--- config.mk ---
export PLATFORM = sky130hd
export DESIGN_NAME = id_ex_stage
export DESIGN_NICKNAME = d
export VERILOG_FILES = /design/src/rtl/cpu_pipe_pkg.sv /design/src/rtl/fwd_mux.sv /design/src/rtl/id_ex_stage.sv
export SDC_FILE = /design/constraint.sdc
export NUM_CORES = 1
export LEC_CHECK = 0
export ABC_CLOCK_PERIOD_IN_PS = 5100
export CORE_AREA = 2 2 162 164
export DETAILED_ROUTE_END_ITERATION = 7
export DIE_AREA = 0 0 164 166
export GPL_TIMING_DRIVEN = 0
export HOLD_SLACK_MARGIN = 0.05
export PLACE_DENSITY = 0.86
export SETUP_SLACK_MARGIN = 0.1
export SLEW_MARGIN = 10
export SYNTH_ARGS = -nofsm -noshare
export SYNTH_HDL_FRONTEND = slang
export SYNTH_SLANG_ARGS = --single-unit
export TNS_END_PERCENT = 100
--- constraint.sdc ---
create_clock -name CLK -period 5.1 [get_ports CLK]
set_clock_uncertainty 0.2 [all_clocks]
set_input_delay 1.02 -clock CLK [delete_from_list [all_inputs] [get_ports CLK]]
set_output_delay 1.02 -clock CLK [all_outputs]
set_load 0.01 [all_outputs]
--- src/rtl/cpu_pipe_pkg.sv ---
// Shared pipeline constants: datapath widths, control-bundle bit positions, PC register index.
package cpu_pipe_pkg;
    localparam int DW = 32;
    localparam int RW = 4;
    localparam int CW = 10;

    localparam int CTRL_RFLD      = 0;
    localparam int CTRL_LOAD      = 1;
    localparam int CTRL_MEMW      = 2;
    localparam int CTRL_ALUOP_LSB = 3;
    localparam int CTRL_S         = 7;

    localparam logic [3:0] PC_REG = 4'd15;
endpackage

--- src/rtl/fwd_mux.sv ---
// Priority forwarding select for one operand: EX > MEM > WB > register file; R15 never forwarded.
module fwd_mux
    import cpu_pipe_pkg::*;
#(
    parameter int DW = cpu_pipe_pkg::DW,
    parameter int RW = cpu_pipe_pkg::RW
) (
    input  logic [RW-1:0] sel,
    input  logic [DW-1:0] rf_data,
    input  logic          ex_fwd,
    input  logic [RW-1:0] ex_rd,
    input  logic [DW-1:0] ex_result,
    input  logic          mem_rfld,
    input  logic [RW-1:0] mem_rd,
    input  logic [DW-1:0] mem_result,
    input  logic          wb_rfld,
    input  logic [RW-1:0] wb_rd,
    input  logic [DW-1:0] pw,
    output logic [DW-1:0] data
);
    always_comb begin
        data = rf_data;
        if (sel != RW'(PC_REG)) begin
            if (ex_fwd && ex_rd == sel)           data = ex_result;
            else if (mem_rfld && mem_rd == sel)   data = mem_result;
            else if (wb_rfld && wb_rd == sel)     data = pw;
        end
    end
endmodule

--- src/rtl/id_ex_stage.sv ---
// ID/EX stage: operand forwarding, load-use stall, ID/EX pipeline register.
// Optional perf counters (STALL_CNT/FLUSH_CNT) enabled by ID_EX_PERF_CNT_EN.
module id_ex_stage
    import cpu_pipe_pkg::*;
#(
    parameter int DW = cpu_pipe_pkg::DW,
    parameter int RW = cpu_pipe_pkg::RW,
    parameter int CW = cpu_pipe_pkg::CW
) (
    input  logic          CLK,
    input  logic          RST,
    input  logic [DW-1:0] PA,
    input  logic [DW-1:0] PB,
    input  logic [DW-1:0] PD,
    input  logic [RW-1:0] SA,
    input  logic [RW-1:0] SB,
    input  logic [RW-1:0] SD,
    input  logic          USE_A,
    input  logic          USE_B,
    input  logic          USE_D,
    input  logic [RW-1:0] ID_RD,
    input  logic [CW-1:0] ID_CTRL,
    input  logic [DW-1:0] ID_IMM,
    input  logic          ID_VALID,
    input  logic [DW-1:0] EX_RESULT,
    input  logic [RW-1:0] MEM_RD,
    input  logic          MEM_RFLD,
    input  logic [DW-1:0] MEM_RESULT,
    input  logic [RW-1:0] WB_RD,
    input  logic          WB_RFLD,
    input  logic [DW-1:0] PW,
    input  logic          FLUSH,
    output logic [DW-1:0] EX_A,
    output logic [DW-1:0] EX_B,
    output logic [DW-1:0] EX_D,
    output logic [DW-1:0] EX_IMM,
    output logic [CW-1:0] EX_CTRL,
    output logic [RW-1:0] EX_RD,
    output logic          EX_VALID,
    output logic          HZPCld,
    output logic          IFID_Ld
`ifdef ID_EX_PERF_CNT_EN
    ,
    output logic [15:0]   STALL_CNT,
    output logic [15:0]   FLUSH_CNT
`endif
);
    logic [2:0][RW-1:0] src;
    logic [2:0][DW-1:0] rf_val;
    logic [2:0][DW-1:0] fwd_val;
    logic [2:0]         use_v;

    logic [2:0][DW-1:0] opnd_q, opnd_d;
    logic [DW-1:0]      imm_q, imm_d;
    logic [CW-1:0]      ctrl_q, ctrl_d;
    logic [RW-1:0]      rd_q, rd_d;
    logic               valid_q, valid_d;

    logic ex_fwd;
    logic stall;

    assign src    = {SD, SB, SA};
    assign rf_val = {PD, PB, PA};
    assign use_v  = {USE_D, USE_B, USE_A};

    // A load in EX has no result yet; its data arrives from MEM one cycle later.
    assign ex_fwd = valid_q & ctrl_q[CTRL_RFLD] & ~ctrl_q[CTRL_LOAD];

    for (genvar i = 0; i < 3; i++) begin : g_fwd
        fwd_mux #(.DW(DW), .RW(RW)) u_fwd (
            .sel        (src[i]),
            .rf_data    (rf_val[i]),
            .ex_fwd     (ex_fwd),
            .ex_rd      (rd_q),
            .ex_result  (EX_RESULT),
            .mem_rfld   (MEM_RFLD),
            .mem_rd     (MEM_RD),
            .mem_result (MEM_RESULT),
            .wb_rfld    (WB_RFLD),
            .wb_rd      (WB_RD),
            .pw         (PW),
            .data       (fwd_val[i])
        );
    end

    always_comb begin
        stall = 1'b0;
        if (ID_VALID && valid_q && ctrl_q[CTRL_LOAD] && ctrl_q[CTRL_RFLD] &&
            rd_q != RW'(PC_REG)) begin
            for (int i = 0; i < 3; i++)
                if (use_v[i] && src[i] == rd_q) stall = 1'b1;
        end
    end

    assign HZPCld  = RST & (~stall | FLUSH);
    assign IFID_Ld = HZPCld;

    always_comb begin
        opnd_d  = '0;
        imm_d   = '0;
        ctrl_d  = '0;
        rd_d    = '0;
        valid_d = 1'b0;
        if (!FLUSH && !stall) begin
            opnd_d  = fwd_val;
            imm_d   = ID_IMM;
            ctrl_d  = ID_VALID ? ID_CTRL : '0;
            rd_d    = ID_RD;
            valid_d = ID_VALID;
        end
    end

    always_ff @(posedge CLK or negedge RST) begin
        if (!RST) begin
            opnd_q  <= '0;
            imm_q   <= '0;
            ctrl_q  <= '0;
            rd_q    <= '0;
            valid_q <= 1'b0;
        end else begin
            opnd_q  <= opnd_d;
            imm_q   <= imm_d;
            ctrl_q  <= ctrl_d;
            rd_q    <= rd_d;
            valid_q <= valid_d;
        end
    end

    assign EX_A     = opnd_q[0];
    assign EX_B     = opnd_q[1];
    assign EX_D     = opnd_q[2];
    assign EX_IMM   = imm_q;
    assign EX_CTRL  = ctrl_q;
    assign EX_RD    = rd_q;
    assign EX_VALID = valid_q;

`ifdef ID_EX_PERF_CNT_EN
    logic [15:0] stall_cnt_q, stall_cnt_d;
    logic [15:0] flush_cnt_q, flush_cnt_d;

    // A flush hides a coincident stall, so only the flush is counted.
    always_comb begin
        stall_cnt_d = stall_cnt_q;
        flush_cnt_d = flush_cnt_q;
        if (FLUSH && flush_cnt_q != 16'hFFFF)                flush_cnt_d = flush_cnt_q + 16'd1;
        if (!FLUSH && stall && stall_cnt_q != 16'hFFFF)      stall_cnt_d = stall_cnt_q + 16'd1;
    end

    always_ff @(posedge CLK or negedge RST) begin
        if (!RST) begin
            stall_cnt_q <= '0;
            flush_cnt_q <= '0;
        end else begin
            stall_cnt_q <= stall_cnt_d;
            flush_cnt_q <= flush_cnt_d;
        end
    end

    assign STALL_CNT = stall_cnt_q;
    assign FLUSH_CNT = flush_cnt_q;
`endif
endmodule

[After elaboration in Yosys (flattened, before gate mapping)]
Index checks and enable logic that the tools add are counted.
Cells by class
  add/sub/neg operators: 0
  $mul: 0
  div/mod/pow operators: 0
  magnitude comparators: 0
  equal/unequal tests: 16
  shifts and indexed selects: 0
  mux-type cells: 22
  bitwise operators: 6
  reduce and logical (&&, ||, !) cells: 19
Operators by type and width (number)
  32-bit 2-to-1 mux: 13
  96-bit 2-to-1 mux: 1
  4-bit == test: 12
  10-bit 2-to-1 mux: 2
  1-bit logical AND: 17
  4-bit inequality test, second input constant: 4
  1-bit 2-to-1 mux: 5
  4-bit 2-to-1 mux: 1
  1-bit AND: 3
  1-bit zero test: 2
  1-bit NOT: 2
  1-bit OR: 1
Word-level totals
  flip-flop bits (word level): 143
  latch bits: 0
  bits in writable memories: 0
  ROM bits: 0
  bits of input ports: 267
  output and inout port bits: 145
  word-level logic and storage cells: 70
  memories kept: 0

[Longest topological paths before layout]
  depth in word-level cells: 9
  gate-level depth with buffers: 9
  gate-level depth less buffers: 5

[Cells and area by module]
A second synthesis with hierarchy kept.
Second synthesis, totals
  cell total of the unflattened synthesis: 1130
  area total of the unflattened synthesis: 10072.2 um^2
By module, submodules not included
  id_ex_stage: times used 1, cells each 524, area an instance 5853.1 um^2, seq. area each 3578.4 um^2
  fwd_mux: times used 3, cells each 202, area an instance 1406.3 um^2, seq. area each 0.0 um^2

[Worst setup path before layout]
No wires, ideal clock.
  kind: input-to-output
  start: in SA[1]
  end: out IFID_Ld
  data arrival time: 2.207 ns
  data required time: 3.880 ns
  setup slack: 1.673 ns
  stages: 7
  path buffers: 2
  cells stage by stage: buf_2 -> xor2_1 -> nor4_1 -> a32oi_1 -> a21oi_1 -> nor2b_1 -> buf_4
Between the ends
  longest elaborated chain between the ends: 9
RTL lines
  start: declaration: line id_ex_stage.sv:15  | input logic [RW-1:0] SA,
  4-bit == test: line id_ex_stage.sv:91  | if (use_v[i] && src[i] == rd_q) stall = 1'b1;
  1-bit logical AND: line id_ex_stage.sv:91
  1-bit 2-to-1 mux (3 in a row): line id_ex_stage.sv:91
  1-bit 2-to-1 mux: line id_ex_stage.sv:88  | if (ID_VALID && valid_q && ctrl_q[CTRL_LOAD] && ctrl_q[CTRL_RFLD] &&
  1-bit NOT: line id_ex_stage.sv:95  | assign HZPCld = RST & (~stall | FLUSH);
  1-bit OR: line id_ex_stage.sv:95
  1-bit AND: line id_ex_stage.sv:95
  end: declaration: line id_ex_stage.sv:41  | output logic IFID_Ld
Every way passes these cells.

[Worst setup path after layout]
  start: in SD[1]
  end: out IFID_Ld
Between the ends
  longest elaborated chain between the ends: 7
RTL lines
  start: declaration: line id_ex_stage.sv:17  | input logic [RW-1:0] SD,
  4-bit == test: line id_ex_stage.sv:91
  1-bit logical AND: line id_ex_stage.sv:91
  1-bit 2-to-1 mux: line id_ex_stage.sv:91
  1-bit 2-to-1 mux: line id_ex_stage.sv:88
  1-bit NOT: line id_ex_stage.sv:95
  1-bit OR: line id_ex_stage.sv:95
  1-bit AND: line id_ex_stage.sv:95
Every way passes these cells.

==> metrics.cfg <==
[synthesis]
synth_cell_type_count=29
synth.area.mux_share=0
synth-simple-area-share=0.265
synth_area_sq_um=9870
netlist_instances=1191
synth_xor_area_frac=0.0266
synth_top_family_by_area=simple AND/OR/NAND/NOR gates
ys_seq_area_frac=0.363
synth_compound_area_frac=0.244
synth_seq_cells=143
yosys_warnings=0
syn_area_per_cell_sq_um=8.29
synth_fp_nets=1458
synth_fa_ha_area_frac=0

[worst_setup_path]
endpoint_kind=output port
arrival_ns=3.41
reg2reg_depth=7
worst_setup_path_start_kind=primary input
startpoint=SD[1]
cp_max_fo=5
cp.required_ns=3.88
rr_startpoint=EX_RD[1]
path_class=primary input to output port
rr_endpoint=EX_D[12]
ff2ff_setup_slack_ns=1.94

[timing]
hold_viol=0
max-slew-margin-rel=0.136
setup_viol=0
clock.fmax_mhz=216
maxSlewViolCount=0
rsz0062_at_grt=false
tightest_slew_ns=1.29
holdWs_ns=0.330
timing.final.crit_share=0.907
layout_min_cycle_time_ns=4.63
setup_total_negative_slack_ns=0

[layout]
drive_gt1_frac=0.0398
fin_util=0.586
final_nets=1887
syn_to_final_growth_pct=52.2
num-fill-cells=2261
layout_commonest_cell=clkdlybuf4s50_1
layout_common_cells=clkdlybuf4s50_1, dfrtp_1, nor2_1
finalInstanceArea_sq_um=15000

[grt]
grt_pass1_vias=11900
met2_usage=0.548
grt_pass1_wl_mm=70.7
grtUsageMet1=0.451
grt_use_met3=0.0639
grt_usage=0.344
antenna_found_initial=2
gr-max-usage-layer=met2
grt_max_degree=91
overflow=0

[power_and_ir_drop]
powerDensity_nw_per_um2=237
max-vdd-ir-drop_uv=159
leakagePower_nw=6.11

[cts]
cts_setup_buffers=0
clk_latency_ns=0.43
ctsHoldBuffers=0
root_buffer=clkbuf_16
path_clk_slew_ns=0.07
cts_resized=0
cts_inserted_buffers=17
h-tree-depth=4
cts_tree=built
cts_num_sinks=143
clk_path_buf_depth=2

[die]
io_pins=412
initial_core_util=0.385
fp.dieH_um=166
die_w_um=164
core_sq_um=25600
num_rows=59
die_area_sq_um=27200

[drt]
vias=12100
initialDrtViolationCount=1502
drt-total-wl_mm=48.1
drc=1
dr.pass1.iters=8
vias_per_cell=6.12
ant_nets=0
post_drt_wl_per_cell_um=24.4

[flow_run]
cap_violations=0

[run_status]
status=finished with violations
failed_checks=design-rule violations

[placement]
hpwl_mm=36.7
port_buffers=409
gp_congestion=0.959
place_area_sq_um=14400

[worst_hold_path]
hold_class=primary input to asynchronous set/reset pin

==> where the power goes <==
group	leakage (nW)	switching [mW]	internal [mW]	total (mW)
registers	1.85	0.0277	1.21	1.24
logic	3.97	0.523	0.472	0.995
clock network	0.298	0.579	0.754	1.33
==> stage by stage <==
step | std cells | setup slack (ns) | power, mW
after global routing | 1969 | 0.393 | 3.69
after detailed placement | 1936 | 0.522 | 2.23
after global placement | 1935 | -3.36 | 2.22
after CTS | 1968 | 0.519 | 3.56
final | 1969 | 0.475 | 3.57
after floorplan | 1191 | 1.67 | 1.63
==> final cells by class <==
class                      instances  area, sq um  share of cell area
clock buffer                      18          439              0.0292
buffer                           139          556              0.0370
multi-input combinational        791         5290               0.352
antenna                            1         2.50            0.000167
timing repair buffer             410         4120               0.274
inverter                         118          443              0.0295
tap                              335          419              0.0279
clock inverter                    14          168              0.0112
sequential                       143         3580               0.238
==> critical path: stages <==
cell and delay (ns):
clkdlybuf4s50_1 0.53, xor2_1 0.21, nor4_1 0.57, nand3_1 0.20, a21oi_1 0.18, nor2b_1 0.09
buf_4 0.13, clkdlybuf4s50_1 0.47
==> Yosys cell counts, drive strengths merged <==
cell / number / area [sq um]
nand2: 100 / 375
buf: 34 / 161
and4: 65 / 569
dfrtp: 143 / 3580
a21oi: 1 / 5.00
and3: 33 / 206
clkbuf: 105 / 394
a222oi: 2 / 20.0
xnor2: 5 / 43.8
and2: 10 / 62.6
nand3: 1 / 5.00
nor3: 14 / 90.1
a31oi: 64 / 400
a21boi: 32 / 240
nor2b: 5 / 31.3
nand3b: 97 / 728
xor2: 25 / 219
a311oi: 96 / 841
nor2: 135 / 507
a32oi: 1 / 8.76
nand4: 4 / 25.0
inv: 118 / 443
o311ai: 96 / 841
a2111oi: 2 / 55.1
nor4: 3 / 18.8
==> cells by family after synthesis <==
group,Yosys count
buffers and inverters,257
AND/OR/NAND/NOR,467
flip-flops,143
AO/OA/AOI/OAI,294
XOR/XNOR,30
==> worst max path at each step <==
stage	end	slack, ns	cells past startpoint
global placement	IFID_Ld	-3.36	4
floorplan	IFID_Ld	1.67	7
CTS	IFID_Ld	0.52	8
detailed placement	IFID_Ld	0.52	8
finish	IFID_Ld	0.47	8
global route	IFID_Ld	0.39	8
==> per-layer routing <==
| metal | wire [um] | vias up |
|---|---|---|
| li1 | - | 5263 |
| met1 | 18900 | 5743 |
| met2 | 22000 | 880 |
| met3 | 4750 | 170 |
| met4 | 2410 | 2 |
| met5 | 12 | - |
==> state kept, by name, indices dropped and copies added, names as in the netlist <==
signal and flops:
EX_RD 4, EX_A 32, EX_CTRL 10, EX_B 32
EX_D 32, EX_VALID 1, EX_IMM 32
No activity file was read; power rests on OpenSTA's default activity.
